--- src/rtl/wb_arbiter.sv ---
`default_nettype none
// ============================================================================
//  Module      : wb_arbiter
//  Description : Two-source (EXU / LSU) writeback arbiter sharing a single
//                register-file write port. Each source feeds a 1-entry
//                holding buffer; buffers are drained oldest-first with
//                round-robin on ties. Provides RAW-hazard flags for two
//                decode source indices against every in-flight write.
//  Revision    : 1.0 - initial release
// ============================================================================
module wb_arbiter #(
    parameter int XLEN = 64
) (
    input  logic            clk,
    input  logic            rst,

    input  logic            exu_valid,
    output logic            exu_ready,
    input  logic [4:0]      exu_rd,
    input  logic [XLEN-1:0] exu_data,

    input  logic            lsu_valid,
    output logic            lsu_ready,
    input  logic [4:0]      lsu_rd,
    input  logic [XLEN-1:0] lsu_data,

    output logic            rf_wen,
    output logic [4:0]      rf_rd,
    output logic [XLEN-1:0] rf_data,

    input  logic [4:0]      chk_rs1,
    input  logic [4:0]      chk_rs2,
    output logic            hazard_rs1,
    output logic            hazard_rs2
);

    // Identifies a writeback source; used for the age and round-robin state.
    typedef enum logic {
        SRC_EXU = 1'b0,
        SRC_LSU = 1'b1
    } src_e;

    // ------------------------------------------------------------------
    // Holding buffers
    // ------------------------------------------------------------------
    logic            r_exu_vld;
    logic [4:0]      r_exu_rd;
    logic [XLEN-1:0] r_exu_data;

    logic            r_lsu_vld;
    logic [4:0]      r_lsu_rd;
    logic [XLEN-1:0] r_lsu_data;

    // ------------------------------------------------------------------
    // Arbitration state
    // ------------------------------------------------------------------
    src_e            r_older;   // older buffer when both are valid and no tie
    logic            r_tie;     // both buffers were filled on the same edge
    src_e            r_rr;      // source granted on the most recent tie

    // ------------------------------------------------------------------
    // Output stage
    // ------------------------------------------------------------------
    logic            r_rf_wen;
    logic [4:0]      r_rf_rd;
    logic [XLEN-1:0] r_rf_data;

    // ------------------------------------------------------------------
    // Combinational control
    // ------------------------------------------------------------------
    logic            w_both_vld;
    logic            w_gnt_exu;
    logic            w_gnt_lsu;
    logic            w_any_gnt;
    logic            w_tie_gnt;
    logic            w_exu_acc;
    logic            w_lsu_acc;
    logic            w_exu_load;
    logic            w_lsu_load;
    logic [4:0]      w_gnt_rd;
    logic [XLEN-1:0] w_gnt_data;

    assign w_both_vld = r_exu_vld & r_lsu_vld;

    // Grant selection: single valid buffer wins, otherwise oldest-first,
    // and on a tie the source that did not win the previous tie.
    always_comb begin
        w_gnt_exu = 1'b0;
        w_gnt_lsu = 1'b0;
        if (w_both_vld) begin
            if (r_tie) begin
                if (r_rr == SRC_EXU) begin
                    w_gnt_lsu = 1'b1;
                end else begin
                    w_gnt_exu = 1'b1;
                end
            end else if (r_older == SRC_EXU) begin
                w_gnt_exu = 1'b1;
            end else begin
                w_gnt_lsu = 1'b1;
            end
        end else if (r_exu_vld) begin
            w_gnt_exu = 1'b1;
        end else if (r_lsu_vld) begin
            w_gnt_lsu = 1'b1;
        end
    end

    assign w_any_gnt = w_gnt_exu | w_gnt_lsu;
    assign w_tie_gnt = w_both_vld & r_tie;

    // Granted buffer contents routed to the output stage.
    always_comb begin
        w_gnt_rd   = r_lsu_rd;
        w_gnt_data = r_lsu_data;
        if (w_gnt_exu) begin
            w_gnt_rd   = r_exu_rd;
            w_gnt_data = r_exu_data;
        end
    end

    // A buffer can accept when empty or when it is being drained this cycle.
    assign exu_ready = ~rst & (~r_exu_vld | w_gnt_exu);
    assign lsu_ready = ~rst & (~r_lsu_vld | w_gnt_lsu);

    assign w_exu_acc = exu_valid & exu_ready;
    assign w_lsu_acc = lsu_valid & lsu_ready;

    // Writes to x0 complete the handshake but never occupy a buffer.
    assign w_exu_load = w_exu_acc & (exu_rd != 5'd0);
    assign w_lsu_load = w_lsu_acc & (lsu_rd != 5'd0);

    // ------------------------------------------------------------------
    // Sequential logic
    // ------------------------------------------------------------------

    // EXU buffer: load on accepted non-x0 write, clear when granted.
    always_ff @(posedge clk) begin
        if (rst) begin
            r_exu_vld  <= 1'b0;
            r_exu_rd   <= 5'd0;
            r_exu_data <= '0;
        end else if (w_exu_load) begin
            r_exu_vld  <= 1'b1;
            r_exu_rd   <= exu_rd;
            r_exu_data <= exu_data;
        end else if (w_gnt_exu) begin
            r_exu_vld  <= 1'b0;
        end
    end

    // LSU buffer: load on accepted non-x0 write, clear when granted.
    always_ff @(posedge clk) begin
        if (rst) begin
            r_lsu_vld  <= 1'b0;
            r_lsu_rd   <= 5'd0;
            r_lsu_data <= '0;
        end else if (w_lsu_load) begin
            r_lsu_vld  <= 1'b1;
            r_lsu_rd   <= lsu_rd;
            r_lsu_data <= lsu_data;
        end else if (w_gnt_lsu) begin
            r_lsu_vld  <= 1'b0;
        end
    end

    // Age / tie / round-robin tracking. A buffer loaded alone is always the
    // younger one; the age bit only matters when both end up valid. Two
    // buffers still valid with neither loaded cannot happen, since one of
    // them is always granted, so that case simply holds.
    always_ff @(posedge clk) begin
        if (rst) begin
            r_older <= SRC_EXU;
            r_tie   <= 1'b0;
            r_rr    <= SRC_EXU;
        end else begin
            if (w_tie_gnt) begin
                r_rr <= w_gnt_exu ? SRC_EXU : SRC_LSU;
            end
            if (w_exu_load && w_lsu_load) begin
                r_tie <= 1'b1;
            end else if (w_exu_load) begin
                r_tie   <= 1'b0;
                r_older <= SRC_LSU;
            end else if (w_lsu_load) begin
                r_tie   <= 1'b0;
                r_older <= SRC_EXU;
            end
        end
    end

    // Registered write port: pulses wen on a grant, holds index/data otherwise.
    always_ff @(posedge clk) begin
        if (rst) begin
            r_rf_wen  <= 1'b0;
            r_rf_rd   <= 5'd0;
            r_rf_data <= '0;
        end else if (w_any_gnt) begin
            r_rf_wen  <= 1'b1;
            r_rf_rd   <= w_gnt_rd;
            r_rf_data <= w_gnt_data;
        end else begin
            r_rf_wen  <= 1'b0;
        end
    end

    assign rf_wen  = r_rf_wen;
    assign rf_rd   = r_rf_rd;
    assign rf_data = r_rf_data;

    // ------------------------------------------------------------------
    // RAW hazard detection. The output stage counts as pending because
    // its write only lands in the register file at the next edge.
    // ------------------------------------------------------------------
    function automatic logic f_pending(input logic [4:0] rs);
        logic v_hit;
        v_hit = (r_exu_vld & (r_exu_rd == rs))
              | (r_lsu_vld & (r_lsu_rd == rs))
              | (r_rf_wen  & (r_rf_rd  == rs));
        return (rs != 5'd0) & v_hit;
    endfunction

    // Combinational hazard flags for both decode source indices.
    always_comb begin
        hazard_rs1 = f_pending(chk_rs1);
        hazard_rs2 = f_pending(chk_rs2);
    end

endmodule
`default_nettype wire
--- config.mk ---
export PLATFORM = sky130hd
export DESIGN_NAME = wb_arbiter
export DESIGN_NICKNAME = d
export VERILOG_FILES = /design/src/rtl/wb_arbiter.sv
export SDC_FILE = /design/constraint.sdc
export NUM_CORES = 1
export LEC_CHECK = 0
export BUFFER_PORTS_ARGS = -buffer_cell sky130_fd_sc_hd__buf_2
export CAP_MARGIN = 25
export CORE_MARGIN = 2
export CORE_UTILIZATION = 40
export CTS_CLUSTER_DIAMETER = 60
export CTS_CLUSTER_SIZE = 24
export DETAILED_ROUTE_END_ITERATION = 10
export GPL_TIMING_DRIVEN = 1
export PLACE_DENSITY_LB_ADDON = 0.1
export SYNTH_ARGS = -nofsm -noshare
export SYNTH_HDL_FRONTEND = slang
export SYNTH_SLANG_ARGS = --single-unit
--- constraint.sdc ---
create_clock -name clk -period 2.8 [get_ports clk]
set_clock_uncertainty 0.15 [all_clocks]
set_input_delay 0.28 -clock clk [delete_from_list [all_inputs] [get_ports clk]]
set_output_delay 0.28 -clock clk [all_outputs]
set_load 0.05 [all_outputs]
==> Word-level counts from Yosys, hierarchy flattened <==
Index checks and enable logic that the tools add are counted.
{ "totals": {"output_inout_bits": 74, "wordCells": 78, "ff_bits": 213} }
{ "classes": {"reduce_logical": 10, "n_eq_ne": 6, "n_mux": 23, "bitwise": 27} }
{ "ops": {"columns": ["op", "count"], "rows": [
  ["64-bit two-way mux", 1],
  ["5-bit equality test", 6],
  ["1-bit two-way mux", 21],
  ["5-bit nonzero test", 4],
  ["1-bit bitwise AND", 16],
  ["1-bit bitwise OR", 7],
  ["2-bit nonzero test", 3],
  ["5-bit two-way mux", 1],
  ["1-bit inverter", 4],
  ["3-bit nonzero test", 1],
  ["2-bit AND reduction", 1],
  ["1-bit logical AND", 1]
]} }

==> Longest topological paths before layout <==
{ "logic_depth": {"word_depth": 10, "mapped_depth": 10, "mapped_depth_nobuf": 7} }

==> Least setup slack after synthesis <==
Ideal clock, no wire load.
{ "synth_path": {"path_kind": "register to output", "start": "register r_rf_rd[0], in the netlist rf_rd[0]", "end": "output port hazard_rs1", "arrival_ns": 1.985, "path_stages_with_launch": 5, "slack_ns": 0.385, "path_cell_list": "dfxtp_1 xor2_1 nor4_1 a32oi_1 a21oi_1"} }
{ "synth_via": {"elab_chain_len": 4} }
{ "synth_lines": {"columns": ["item", "line_no", "text"], "rows": [
  ["start: declaration", "65", "logic [4:0] r_rf_rd;"],
  ["start signal: assignment", "200", "r_rf_rd <= w_gnt_rd;"],
  ["5-bit equality test", "219", "| (r_rf_wen & (r_rf_rd == rs));"],
  ["1-bit bitwise AND", "219", null],
  ["1-bit bitwise OR", "219", null],
  ["1-bit bitwise AND", "220", "return (rs != 5'd0) & v_hit;"],
  ["end: declaration", "33", "output logic hazard_rs1,"]
]} }
No other way between the ends.

==> Final worst setup path <==
{ "layout_path": {"start": "input port lsu_rd[0]", "end": "register r_lsu_data[18]"} }
{ "layout_via": {"elab_chain_len": 2} }
{ "layout_lines": {"columns": ["item", "line_no", "text"], "rows": [
  ["start: declaration", "24", "input logic [4:0] lsu_rd,"],
  ["5-bit nonzero test", "131", "assign w_lsu_load = w_lsu_acc & (lsu_rd != 5'd0);"],
  ["1-bit bitwise AND", "131", null],
  ["end signal: assignment", "161", "r_lsu_data <= lsu_data;"],
  ["end: declaration", "52", "logic [XLEN-1:0] r_lsu_data;"]
]} }
No other way between the ends.
A chain may end at the register's enable or synchronous reset.

==> metrics.txt <==
status=finished, final reports clean; final period utilization=85.6%; largest area contributor in the netlist=dfxtp_1; power per cell area=589 nW/µm²; CTS tree=built; Synth Instances=1028; crit path from=lsu_rd[0]; post-synth top area share=47.2%; drt first pass iters=7; Max stage delay cell, worst path=dlygate4sd3_1; Area Overhead vs Synth=36.3%; IR drop worst, VDD=0.000364 V; initial antenna violation count=2; Primary FF master, synth=dfxtp_1; Final WS setup=0.405 ns; r2r startpoint=r_tie; CTS Hold Bufs=137; First DRT Iteration DRCs=604; WP buf/inv=3; crit-path cells=dlygate4sd3_1 > buf_2 > or4_4 > o21a_4 > nand2_2 > buf_4 > a31o_2; vias in the first global route=8490; Syn. warnings=0; relative slew slack=39.2%; Crit path largest cell delay=0.54 ns; Lkg Pwr=5.39 nW; Least-Margin Pin Slew=0.912 ns; most frequent cell after synthesis=dfxtp_1; gr usage total=23.7%; minimum clock period=2.40 ns; hold path startpoint=lsu_data[60]; Synth top cells by count=dfxtp_1 (213), nand2_1 (141), o211ai_1 (136); htree depth=1; row count=54; CP Max Fanout=28; first-pass GRT wire length=46000 µm; Die ar.=23800 µm²; CTS Root Cell=clkbuf_16; routed vias=8785; Yosys reg bits=213; Post-synth EDFFs=0; dominant cells by area after synthesis=dfxtp_1 (47%), o211ai_1 (11%), nand2_1 (5.9%); die width=154 µm; IO Port Bufs=225; final hold violation count=0; Max Cap Violations=0; clk sink count=213; final setup vio count=0; fin nets=1477; Post-Synthesis Net Count=1182; Core Footprint=22000 µm²; Chip Height=154 µm; GPL Wtd Cong=0.804; cell family with most CP delay=buffers and inverters; Worst EP required=3.09 ns; CTS Buf Count=18; Initial Util=41.0%; critical path class=in -> reg; Critical Path Source Type=input port; clock buffer depth=3; CTS resizes=0; CP endpoint kind=flip-flop; routed via count divided by cell count=5.44; DRT antenna net count=0; worst min-delay path class=in -> reg; sequential area share after synthesis=47.2%; synth unique cells=41; GRT overflow=0; Total Wirelength=29400 µm; DRC Markers=0; DR WL/cell=18.2 µm; crit path DAT=2.68 ns; largest net degree at the start of global routing=206; hpwl dp=16900 µm; pre-CTS WS=0.450 ns; Setup Fix Bufs, Post-CTS=0; f_max=417 MHz; IO Count=226; worst skew pair latency=0.50 ns; TNS Setup=0 ns; share of layout cells above drive strength 1=24.4%; clk slew on worst S/H paths=0.08 ns; Syn Area/Cell=8.79 µm²; Synth Cell Area=9030 µm²; RSZ-0062 raised after global routing=no; Synth async-reset ratio=0%; Max Slew Vio Count=0
worst paths after layout:
path / end / slack [ns] / cells past startpoint
min reg2reg: rf_data[46] / 0.32 / 2
max: r_lsu_data[18] / 0.40 / 7
min: r_lsu_data[60] / 0.02 / 3
max reg2reg: rf_data[0] / 0.44 / 5
worst register-to-register path, stage by stage (launching register included):
cell      delay [ns]
dfxtp_1         0.38
nor2b_1         0.14
o21bai_4        0.65
buf_4           0.62
nand4_1         0.23
o211ai_1        0.14
cells by family (layout without fill, tap and decap cells):
kind of cell               after synthesis  after routing  share of synthesized area (%)
and+or+nand+nor                        312            312                           17.5
AOI/OAI and AO/OA                      291            291                           23.6
DFF                                    213            213                           47.2
buffers and inverters                  178            485                           8.30
xor gates and xnor gates                31             31                           3.01
adders and majority gates                2              2                          0.277
muxes                                    1              1                          0.111
other                                    0              1                              0
through the flow:
step                      hold WS [ns]  total power, mW  util, %  instance area [µm²]  instances
after CTS                       0.0203             7.31     55.9                12300       1615
after detailed placement         0.304             4.34     46.6                10300       1446
after floorplan                  0.266             4.00        -                 9030       1028
after global routing            0.0329             7.55     55.9                12300       1615
final                           0.0219             7.25     55.9                12300       1616
after global placement           0.297             4.34     46.6                10300       1446
cell usage in the layout (no fill, tap or decap), drive strengths merged, types with 3 or more instances in the layout:
| cell | count |
|---|---|
| xnor2 | 6 |
| or4 | 3 |
| o31ai | 3 |
| a21oi | 7 |
| dlygate4sd3 | 137 |
| xor2 | 25 |
| buf | 245 |
| clkbuf | 20 |
| nand3 | 5 |
| o21ai | 69 |
| clkinv | 4 |
| nor2 | 9 |
| o211ai | 136 |
| and3 | 67 |
| dfxtp | 213 |
| nand2 | 142 |
| and2 | 4 |
| nor4 | 7 |
| nand4 | 69 |
| bufinv | 3 |
| inv | 75 |
| a31o | 67 |
layout make-up:
cell class / count / area [µm²]
clock inverters: 12 / 195
well taps: 280 / 350
flip-flops and latches: 213 / 4270
fillers: 2050 / 9710
multi-input cells: 637 / 4050
clock buffers: 20 / 479
repair buffers: 382 / 2700
diodes: 1 / 2.50
inverters: 71 / 272
registers in the layout, indices dropped and copies added, names as in the netlist:
register / count
r_exu_data: 64
r_exu_rd: 5
r_exu_vld: 1
r_lsu_data: 64
r_lsu_rd: 5
r_lsu_vld: 1
r_older: 1
r_rr: 1
r_tie: 1
rf_data: 64
rf_rd: 5
rf_wen: 1
metal layers:
| layer | wire, µm | up-vias | track usage, % | part of all wire (%) |
|---|---|---|---|---|
| li1 | - | 4290 | - | - |
| met2 | 14000 | 257 | 40.2 | 48 |
| met3 | 1590 | 37 | 3.98 | 5.4 |
| met4 | 510 | 2 | 5.07 | 1.7 |
| met5 | 12 | - | 0 | 0.041 |
| met1 | 13300 | 4199 | 32.0 | 45 |
power by group:
group          switching [mW]  total [mW]  internal [mW]
clock network            1.25        2.83           1.58
registers               0.120        3.34           3.22
logic                   0.650        1.09          0.436
(Power assumes the default switching activity.)
